==> config.mk <==
export PLATFORM = sky130hd
export DESIGN_NAME = uart_tx_flat
export DESIGN_NICKNAME = d
export VERILOG_FILES = /design/src/rtl/uart_tx_if.sv /design/src/rtl/uart_tx.sv /design/src/flat_wrapper.sv
export SDC_FILE = /design/constraint.sdc
export NUM_CORES = 1
export LEC_CHECK = 0
export CAP_MARGIN = 25
export CORE_ASPECT_RATIO = 2
export CORE_MARGIN = 8
export CORE_UTILIZATION = 58
export CTS_BUF_LIST = sky130_fd_sc_hd__clkbuf_8
export DETAILED_ROUTE_END_ITERATION = 8
export DONT_BUFFER_PORTS = 1
export PLACE_DENSITY = 0.76
export SYNTH_ARGS = -nofsm -noshare
export SYNTH_HDL_FRONTEND = slang
export SYNTH_SLANG_ARGS = --single-unit
==> constraint.sdc <==
create_clock -name clk -period 2.01 [get_ports clk]
set_input_delay 0.3015 -clock clk [delete_from_list [all_inputs] [get_ports clk]]
set_output_delay 0.3015 -clock clk [all_outputs]
set_load 0.1 [all_outputs]
==> src/rtl/uart_tx_if.sv <==
// Byte handshake between a producer and the UART transmitter.
// A byte transfers on a clk edge where tx_valid and tx_ready are both 1. The producer holds tx_data/tx_valid until that edge.
interface uart_tx_if;
  logic [7:0] tx_data;
  logic       tx_valid;
  logic       tx_ready;

  modport master (output tx_data, output tx_valid, input tx_ready);
  modport slave  (input tx_data, input tx_valid, output tx_ready);
endinterface

==> src/rtl/uart_tx.sv <==
// UART transmitter: 8 data bits LSB first, optional even parity, 1 or 2 stop bits.
// All outputs are registered; fsm_state exposes the FSM (0=IDLE,1=START,2=DATA,3=PARITY,4=STOP).
module uart_tx #(
  parameter int CLK_FREQ  = 50_000_000,
  parameter int BAUD      = 9600,
  parameter int PARITY_EN = 0,
  parameter int STOP_BITS = 1
) (
  input  logic       clk,
  input  logic       rst,
  uart_tx_if.slave   bus,
  output logic       tx_uart,
  output logic       tx_busy,
  output logic [2:0] fsm_state
);
  localparam int BIT_CYC = CLK_FREQ / BAUD;
  localparam int CW      = $clog2(BIT_CYC);

  typedef enum logic [2:0] {
    IDLE   = 3'd0,
    START  = 3'd1,
    DATA   = 3'd2,
    PARITY = 3'd3,
    STOP   = 3'd4
  } state_t;

  state_t        state, state_n;
  logic [CW-1:0] baud_cnt, baud_cnt_n;
  logic [2:0]    bit_idx, bit_idx_n;
  logic          stop_cnt, stop_cnt_n;
  logic [7:0]    shreg, shreg_n;
  logic          parity_bit, parity_n;
  logic          line_n;
  logic          bit_end;

  assign bit_end   = (baud_cnt == CW'(BIT_CYC - 1));
  assign fsm_state = state;

  always_comb begin
    state_n    = state;
    baud_cnt_n = baud_cnt;
    bit_idx_n  = bit_idx;
    stop_cnt_n = stop_cnt;
    shreg_n    = shreg;
    parity_n   = parity_bit;
    line_n     = 1'b1;

    if (state != IDLE) baud_cnt_n = bit_end ? '0 : baud_cnt + CW'(1);

    case (state)
      IDLE: begin
        if (bus.tx_valid && bus.tx_ready) begin
          state_n    = START;
          baud_cnt_n = '0;
          bit_idx_n  = '0;
          stop_cnt_n = 1'b0;
          shreg_n    = bus.tx_data;
          parity_n   = ^bus.tx_data;
        end
      end
      START: if (bit_end) state_n = DATA;
      DATA: begin
        if (bit_end) begin
          shreg_n   = {1'b0, shreg[7:1]};
          bit_idx_n = bit_idx + 3'd1;
          if (bit_idx == 3'd7) state_n = (PARITY_EN != 0) ? PARITY : STOP;
        end
      end
      PARITY: if (bit_end) state_n = STOP;
      STOP: begin
        if (bit_end) begin
          if (stop_cnt == 1'(STOP_BITS - 1)) state_n = IDLE;
          else stop_cnt_n = 1'b1;
        end
      end
      default: begin
        state_n    = IDLE;
        baud_cnt_n = '0;
        bit_idx_n  = '0;
        stop_cnt_n = 1'b0;
      end
    endcase

    // The line is registered from the next state so it changes on the same edge as the FSM.
    case (state_n)
      START:   line_n = 1'b0;
      DATA:    line_n = shreg_n[0];
      PARITY:  line_n = parity_n;
      default: line_n = 1'b1;
    endcase
  end

  always_ff @(posedge clk) begin
    if (rst) begin
      state        <= IDLE;
      baud_cnt     <= '0;
      bit_idx      <= '0;
      stop_cnt     <= 1'b0;
      shreg        <= '0;
      parity_bit   <= 1'b0;
      tx_uart      <= 1'b1;
      tx_busy      <= 1'b0;
      bus.tx_ready <= 1'b0;
    end else begin
      state        <= state_n;
      baud_cnt     <= baud_cnt_n;
      bit_idx      <= bit_idx_n;
      stop_cnt     <= stop_cnt_n;
      shreg        <= shreg_n;
      parity_bit   <= parity_n;
      tx_uart      <= line_n;
      tx_busy      <= (state_n != IDLE);
      bus.tx_ready <= (state_n == IDLE);
    end
  end
endmodule
==> src/flat_wrapper.sv <==
// flat-port wrapper written by rule: the top's interface ports become plain ports
module uart_tx_flat 
#(
  parameter int CLK_FREQ  = 50_000_000,
  parameter int BAUD      = 9600,
  parameter int PARITY_EN = 0,
  parameter int STOP_BITS = 1
)
  (clk, rst, tx_uart, tx_busy, fsm_state, bus_tx_data, bus_tx_valid, bus_tx_ready);
  uart_tx_if bus_i ();
  input  logic clk;
  input  logic rst;
  output logic tx_uart;
  output logic tx_busy;
  output logic [2:0] fsm_state;
  input wire logic [$bits(bus_i.tx_data)-1:0] bus_tx_data;
  input wire logic [$bits(bus_i.tx_valid)-1:0] bus_tx_valid;
  output wire logic [$bits(bus_i.tx_ready)-1:0] bus_tx_ready;
  assign bus_i.tx_data = bus_tx_data;
  assign bus_i.tx_valid = bus_tx_valid;
  assign bus_tx_ready = bus_i.tx_ready;
  uart_tx #(.CLK_FREQ(CLK_FREQ), .BAUD(BAUD), .PARITY_EN(PARITY_EN), .STOP_BITS(STOP_BITS)) u_core (.clk(clk), .rst(rst), .bus(bus_i), .tx_uart(tx_uart), .tx_busy(tx_busy), .fsm_state(fsm_state));
endmodule
==> reports/qor.csv, run 1 <==
stage,metric,value,unit
outcome,status,completed,
synthesis,synth_top_family_by_area,simple AND/OR/NAND/NOR gates,
cells_and_area,drive_above_1_share,0.198,
hold_path,min_path_type,primary input to flip-flop,
global_routing,grt_pass1_wl,5670,µm
synthesis,syn_area_per_cell,9.14,µm²
timing,setup_tns,0,ns
synthesis,syn_nets,181,
power,ir_drop,590,µV
floorplanning,initial_core_util,0.602,
synthesis,ys_warn_count,0,
floorplanning,die-area,4630,µm²
synthesis,synth-compound-area-share,0.143,
synthesis,synth_cell_types,41,
synthesis,synth_edf_count,0,
placed_design,preCtsSetupSlack,0.0662,ns
floorplanning,io_pins,17,
floorplanning,die_x,52.3,µm
hold_path,hold_end,u_core.fsm_state[0],
global_routing,grt_usage,0.160,
synthesis,synthAdderAreaFrac,0.0320,
timing,layout_min_cycle_time,1.86,ns
setup_path,reg2reg_to,u_core.tx_uart,
timing,drv_slew,0,
cells_and_area,final_core_util,0.676,
setup_path,critical_path_class,flip-flop to flip-flop,
global_routing,grt_max_degree,23,
synthesis,syn-cell-area,1530,µm²
setup_path,reg2reg_slack,0.15,ns
clocking,postCtsResizedCells,0,
hold_path,worstHoldPathCells,1,
setup_path,required,2.18,ns
clocking,cts_hold_buffers,0,
routing,vias,1282,
hold_path,hold_start,rst,
timing,fmax,0.539,GHz
placed_design,io_buffers,0,
routing,vias_per_cell,6.10,
synthesis,netlist_instances,167,
synthesis,synthFlopType,dfxtp_1,
timing,worst_slew_pin_slew,0.472,ns
routing,first_iter_violations,30,
routing,wl_per_cell,16.1,µm
floorplanning,die_h,88.6,µm
synthesis,yosys-mux-area-fraction,0.00738,
synthesis,synth_xor_area_frac,0.103,
cells_and_area,nNetsFinal,195,
power,p_leak,0.000614,µW
clocking,cts_max_path_buffers,2,
placed_design,place.gp.congestion,0.923,
routing,dr.pass1.iters,4,
synthesis,synth-simple-area-share,0.277,
routing,detail-route-antenna-nets,0,
synthesis,yosys_register_bits,31,
setup_path,cp_data_arrival_time,2.03,ns
timing,slew_headroom,0.681,
global_routing,grt-ovfl-total,0,
placed_design,hpwl,2650,µm
synthesis,synth_seq_area_share,0.407,
timing,fin_crit_sh,0.924,
clocking,cts_setup_buffers,0,
floorplanning,core,2540,µm²
clocking,cts_tree,yes,
cells_and_area,area_growth,12.3,%
clocking,clk_pin_slew_worst_paths,0.06,ns
routing,routed_wl,3370,µm
clocking,cts_max_level,2,
power,p_per_area,738,nW/µm²
setup_path,r2r_start,u_core.baud_cnt[1],
synthesis,async_flop_share,0,
timing,worst_slack,0.154,ns
setup_path,worstSetupStartpointType,flip-flop,
setup_path,end_kind,flip-flop,
floorplanning,core.rowCount,26,
global_routing,grt_pass1_vias,1368,
timing,hold_viol,0,
timing,rsz0062_at_grt,no,
setup_path,reg2reg_depth,6,
cells_and_area,diodes,0,
routing,drcViolationCount,0,
clocking,clkLatencyLatePin,0.28,ns
clocking,cts_buffers,5,
timing,setup_viol,0,
clocking,cts-root-buf,clkbuf_8,
flow_run,drv_cap,0,
setup_path,cp_max_fo,5,
timing,fin_skew,0.00455,ns
global_routing,antenna_found_initial,0,
clocking,cts_sinks,31,
[final cells by class]
cell class | count | area, µm²
multi-input cells | 127 | 860
fillers | 205 | 823
flip-flops and latches | 31 | 626
repair buffers | 14 | 105
clock buffers | 5 | 68.8
well taps | 28 | 35.0
clock inverters | 3 | 12.5
inverters | 2 | 7.51
[layer usage]
layer | vias to the layer above | GRT usage | wire, µm
met5 | - | 0 | 0
li1 | 622 | - | -
met2 | 29 | 0.290 | 1820
met4 | 0 | 0.0972 | 140
met1 | 619 | 0.137 | 1190
met3 | 12 | 0.0673 | 219
[worst max-delay path: stages, from the launching register on]
cell and delay (ns):
dfxtp_1 0.34, ha_1 0.20, nor4bb_4 0.28, and3_4 0.27
a22oi_1 0.11, a2111o_1 0.40, o32a_1 0.15
[cells in the final DEF, fill, tap and decap left out, drive strengths merged, types with 2 or more instances in the layout]
cell type and n:
a211oi 2, a21oi 13, a221oi 2, a22oi 7, a31oi 2, and3 2
buf 14, clkbuf 5, dfxtp 31, ha 3, inv 4, nand2 15
nand3 7, nand3b 2, nand4 3, nor2 24, nor2b 4, nor3 3
nor3b 3, or3 2, xnor2 10, xor2 8
[sequential cells by signal (all words and copies together), names as in the netlist]
name,flops
u_core.fsm_state,3
u_core.shreg,8
u_core.baud_cnt,13
u_core.parity_bit,1
u_core.tx_uart,1
u_core.bus.tx_ready,1
u_core.tx_busy,1
u_core.bit_idx,3
[worst max-delay path by stage]
| stage | from | to | cells past startpoint |
|---|---|---|---|
| floorplan | u_core.fsm_state[0] | u_core.tx_uart | 6 |
| finish | u_core.baud_cnt[1] | u_core.tx_uart | 6 |
| global route | u_core.baud_cnt[1] | u_core.tx_uart | 6 |
| detailed placement | u_core.baud_cnt[1] | u_core.tx_uart | 6 |
| global placement | u_core.baud_cnt[0] | u_core.tx_uart | 6 |
| CTS | u_core.baud_cnt[1] | u_core.tx_uart | 6 |
[power breakdown]
group / total (µW) / internal [µW] / switching, µW
sequential: 647 / 634 / 13.0
clock: 448 / 232 / 216
combinational: 169 / 60.5 / 109
[cell families after synthesis]
kind of cell               after synthesis
and+or+nand+nor                         72
AOI/OAI and AO/OA                       32
buffers and inverters                    9
adders and majority gates                4
muxes                                    1
xor gates and xnor gates                18
DFF                                     31
[synthesized netlist by cell type, types with 2 or more instances]
cell / n / share of area
xor2_1: 8 / 0.046
nand2_1: 15 / 0.037
xnor2_1: 10 / 0.057
nor2_2: 3 / 0.012
dfxtp_1: 31 / 0.41
buf_2: 4 / 0.013
or3_4: 2 / 0.015
a21oi_1: 13 / 0.043
nand3_1: 7 / 0.023
nor2_1: 21 / 0.052
clkbuf_1: 2 / 0.0049
a221oi_1: 2 / 0.011
nand3b_1: 2 / 0.0098
nor2b_1: 4 / 0.016
inv_1: 2 / 0.0049
a31oi_1: 2 / 0.0082
ha_1: 3 / 0.025
a22oi_1: 7 / 0.034
nor3_1: 3 / 0.0098
nand4_1: 3 / 0.012
nor3b_1: 2 / 0.0098
a211oi_1: 2 / 0.0098
[per-stage QoR]
stage | power, µW | instances | instance area, µm² | hold WS [ns]
after detailed placement | 830 | 202 | 1630 | 0.371
final | 1260 | 210 | 1710 | 0.0779
after global placement | 826 | 202 | 1630 | 0.368
after CTS | 1270 | 210 | 1710 | 0.0728
after global routing | 1320 | 210 | 1710 | 0.0637
after floorplan | 799 | 167 | 1530 | 0.436
Power figures use the tool's default switching activity.
==> run 2: changes to the inputs <==
Settings changed: CTS_CLUSTER_SIZE from default to 14, PLACE_DENSITY 0.76 to 0.83.
==> reports/qor.csv, run 2 (same netlist as run 1, synthesis figures left out) <==
stage,metric,value,unit,change
setup_path,cpMostUsedCell,buf_4,,
power,seqPwrFrac,0.450,,-0.062
global_routing,antenna_found_initial,0,,unchanged
timing,hold_viol,0,,unchanged
clocking,cts_max_path_buffers,2,,unchanged
clocking,clk_pin_slew_worst_paths,0.07,ns,about the same
timing,drv_slew,0,,unchanged
setup_path,slowest_delay,0.34,ns,-0.06 ns
global_routing,grt_usage,0.170,,+0.00938
floorplanning,initial_core_util,0.602,,unchanged
setup_path,reg2reg_slack,0.17,ns,about the same
floorplanning,core.rowCount,26,,unchanged
setup_path,critPathLaunch,u_core.baud_cnt[0],,
setup_path,worstSetupStartpointType,flip-flop,,
timing,fin_crit_sh,0.917,,-0.00651
setup_path,critical_path_class,flip-flop to flip-flop,,
timing,whs,0.0729,ns,-0.00495 ns
cells_and_area,largest_register_ffs,13,,unchanged
timing,layout_min_cycle_time,1.84,ns,-0.0131 ns
global_routing,grt-ovfl-total,0,,unchanged
outcome,status,completed,,
global_routing,grt_pass1_vias,1373,,+0.37%
power,clkPwrFrac,0.433,,+0.078
timing,fin_skew,0.00698,ns,+0.00243 ns
cells_and_area,finalInstanceArea,1740,µm²,+1.7%
clocking,cts_buffers,5,,unchanged
power,combPwrFrac,0.117,,-0.017
setup_path,critical-path-slowest-cell,nor2_1,,
timing,worst_slew_pin_slew,0.503,ns,+0.0319 ns
routing,first_iter_violations,22,,-27%
setup_path,reg2reg_depth,8,,+2
placed_design,hpwl,2650,µm,about the same
global_routing,grt_pass1_wl,6110,µm,+7.7%
power,p_per_area,826,nW/µm²,+12%
setup_path,required,2.21,ns,+0.03 ns
placed_design,io_buffers,0,,unchanged
clocking,cts_tree,yes,,
timing,rsz0062_at_grt,no,,
cells_and_area,top_register,u_core.baud_cnt,,
power,power,1440,µW,+14%
routing,routed_wl,3460,µm,+2.5%
floorplanning,die_h,88.6,µm,unchanged
setup_path,cp-endpoint,u_core.shreg[4],,
setup_path,cp_data_arrival_time,2.05,ns,+0.02 ns
cells_and_area,multi_input_area,860,µm²,unchanged
cells_and_area,drive_above_1_share,0.204,,+0.00662
clocking,cts_setup_buffers,0,,unchanged
cells_and_area,diodes,0,,unchanged
power,ir_drop,900,µV,+53%
clocking,cts_sinks,31,,unchanged
power,p_sw,347,µW,+2.6%
routing,detail-route-antenna-nets,0,,unchanged
setup_path,crit_chain,ha_1 -> nor4bb_4 -> buf_4 -> and4_1 -> buf_4 -> nor2_1 -> nand2_1 -> a21oi_1,,
clocking,clkLatencyLatePin,0.28,ns,about the same
timing,setup_viol,0,,unchanged
floorplanning,core,2540,µm²,unchanged
floorplanning,die-area,4630,µm²,unchanged
clocking,cts_max_level,2,,unchanged
timing,fmax,0.542,GHz,+0.71%
setup_path,reg2reg_to,u_core.shreg[4],,
timing,setup_tns,0,ns,unchanged
routing,dr.pass1.iters,5,,+1
cells_and_area,nNetsFinal,194,,-0.51%
cells_and_area,area_growth,14.2,%,
clocking,cts-root-buf,clkbuf_8,,
flow_run,drv_cap,0,,unchanged
routing,drcViolationCount,0,,unchanged
setup_path,end_kind,flip-flop,,
routing,vias,1300,,+1.4%
setup_path,r2r_start,u_core.baud_cnt[0],,
floorplanning,die_x,52.3,µm,unchanged
power,p_leak,0.000621,µW,+1.1%
power,p_int,1090,µW,+18%
setup_path,cp_max_fo,9,,+4
cells_and_area,seqCellArea,626,µm²,unchanged
routing,wl_per_cell,16.5,µm,+3.0%
cells_and_area,mostFrequentLayoutCell,dfxtp_1,,
placed_design,place.gp.congestion,0.921,,-0.23%
cells_and_area,final_cell_mix,"dfxtp_1, nor2_1, nand2_1",,
timing,slew_headroom,0.659,,-0.0216
cells_and_area,top_regs,"u_core.baud_cnt x13, u_core.shreg x8",,
hold_path,min_path_type,primary input to flip-flop,,
routing,vias_per_cell,6.22,,+1.9%
power,swShare,0.241,,-0.0264
floorplanning,io_pins,17,,unchanged
cells_and_area,fillers,217,,+5.9%
global_routing,grt_max_degree,23,,unchanged
placed_design,post_dp_cell_area,1630,µm²,-0.46%
[run 2: power by group through the flow]
stage                     Sequential (µW)  Combinational, µW  Clock [µW]
after floorplan                       705               93.8           0
after global placement                660                165           0
after detailed placement              661                169           0
after CTS                             647                169         643
after global routing                  649                179         667
final                                 648                168         624
[run 2: critical path: cells and delay by family, from the launching register on]
kind	cells	cell delay, ns
flip-flops	1	0.31
AO/OA/AOI/OAI	1	0.16
AND/OR/NAND/NOR	4	0.76
buffers and inverters	2	0.32
adder cells (fa/ha/maj)	1	0.22
[run 2: routing by layer]
layer / GRT usage / part of all wire / up-vias
met5: 0 / 0 / -
met4: 0.102 / 0.034 / 0
met1: 0.149 / 0.36 / 620
met3: 0.0589 / 0.060 / 13
met2: 0.311 / 0.55 / 46
li1: - / - / 621
[run 2: metrics by stage]
stage                     setup WS [ns]  cells   util
after floorplan                  0.0258    167      -
after global placement            0.175    201  0.641
after detailed placement         0.0949    201  0.641
after CTS                        0.0695    209  0.687
after global routing            0.00626    209  0.687
final                             0.167    209  0.687
[run 2: layout make-up]
class | instances | share of cell area
Clock buffer | 6 | 0.0474
Inverter | 2 | 0.00431
Tap cell | 28 | 0.0201
Sequential cell | 31 | 0.359
Multi-Input combinational cell | 127 | 0.493
Clock inverter | 2 | 0.0201
Timing Repair Buffer | 13 | 0.0560
[run 2: worst min path at each step]
stage / from / end / slack [ns] / cells after the start
after floorplan: u_core.bit_idx[1] / u_core.bit_idx[1] / 0.44 / 2
after global placement: rst / u_core.fsm_state[2] / 0.37 / 1
after detailed placement: rst / u_core.fsm_state[2] / 0.37 / 1
after CTS: rst / u_core.fsm_state[2] / 0.06 / 1
after global routing: rst / u_core.fsm_state[2] / 0.06 / 1
final: rst / u_core.fsm_state[2] / 0.07 / 1
[run 2: what timing repair did]
action                     in CTS  in global routing
gates resized for setup         0                  0
setup endpoints to repair       0                  2
hold buffers                    0                  0
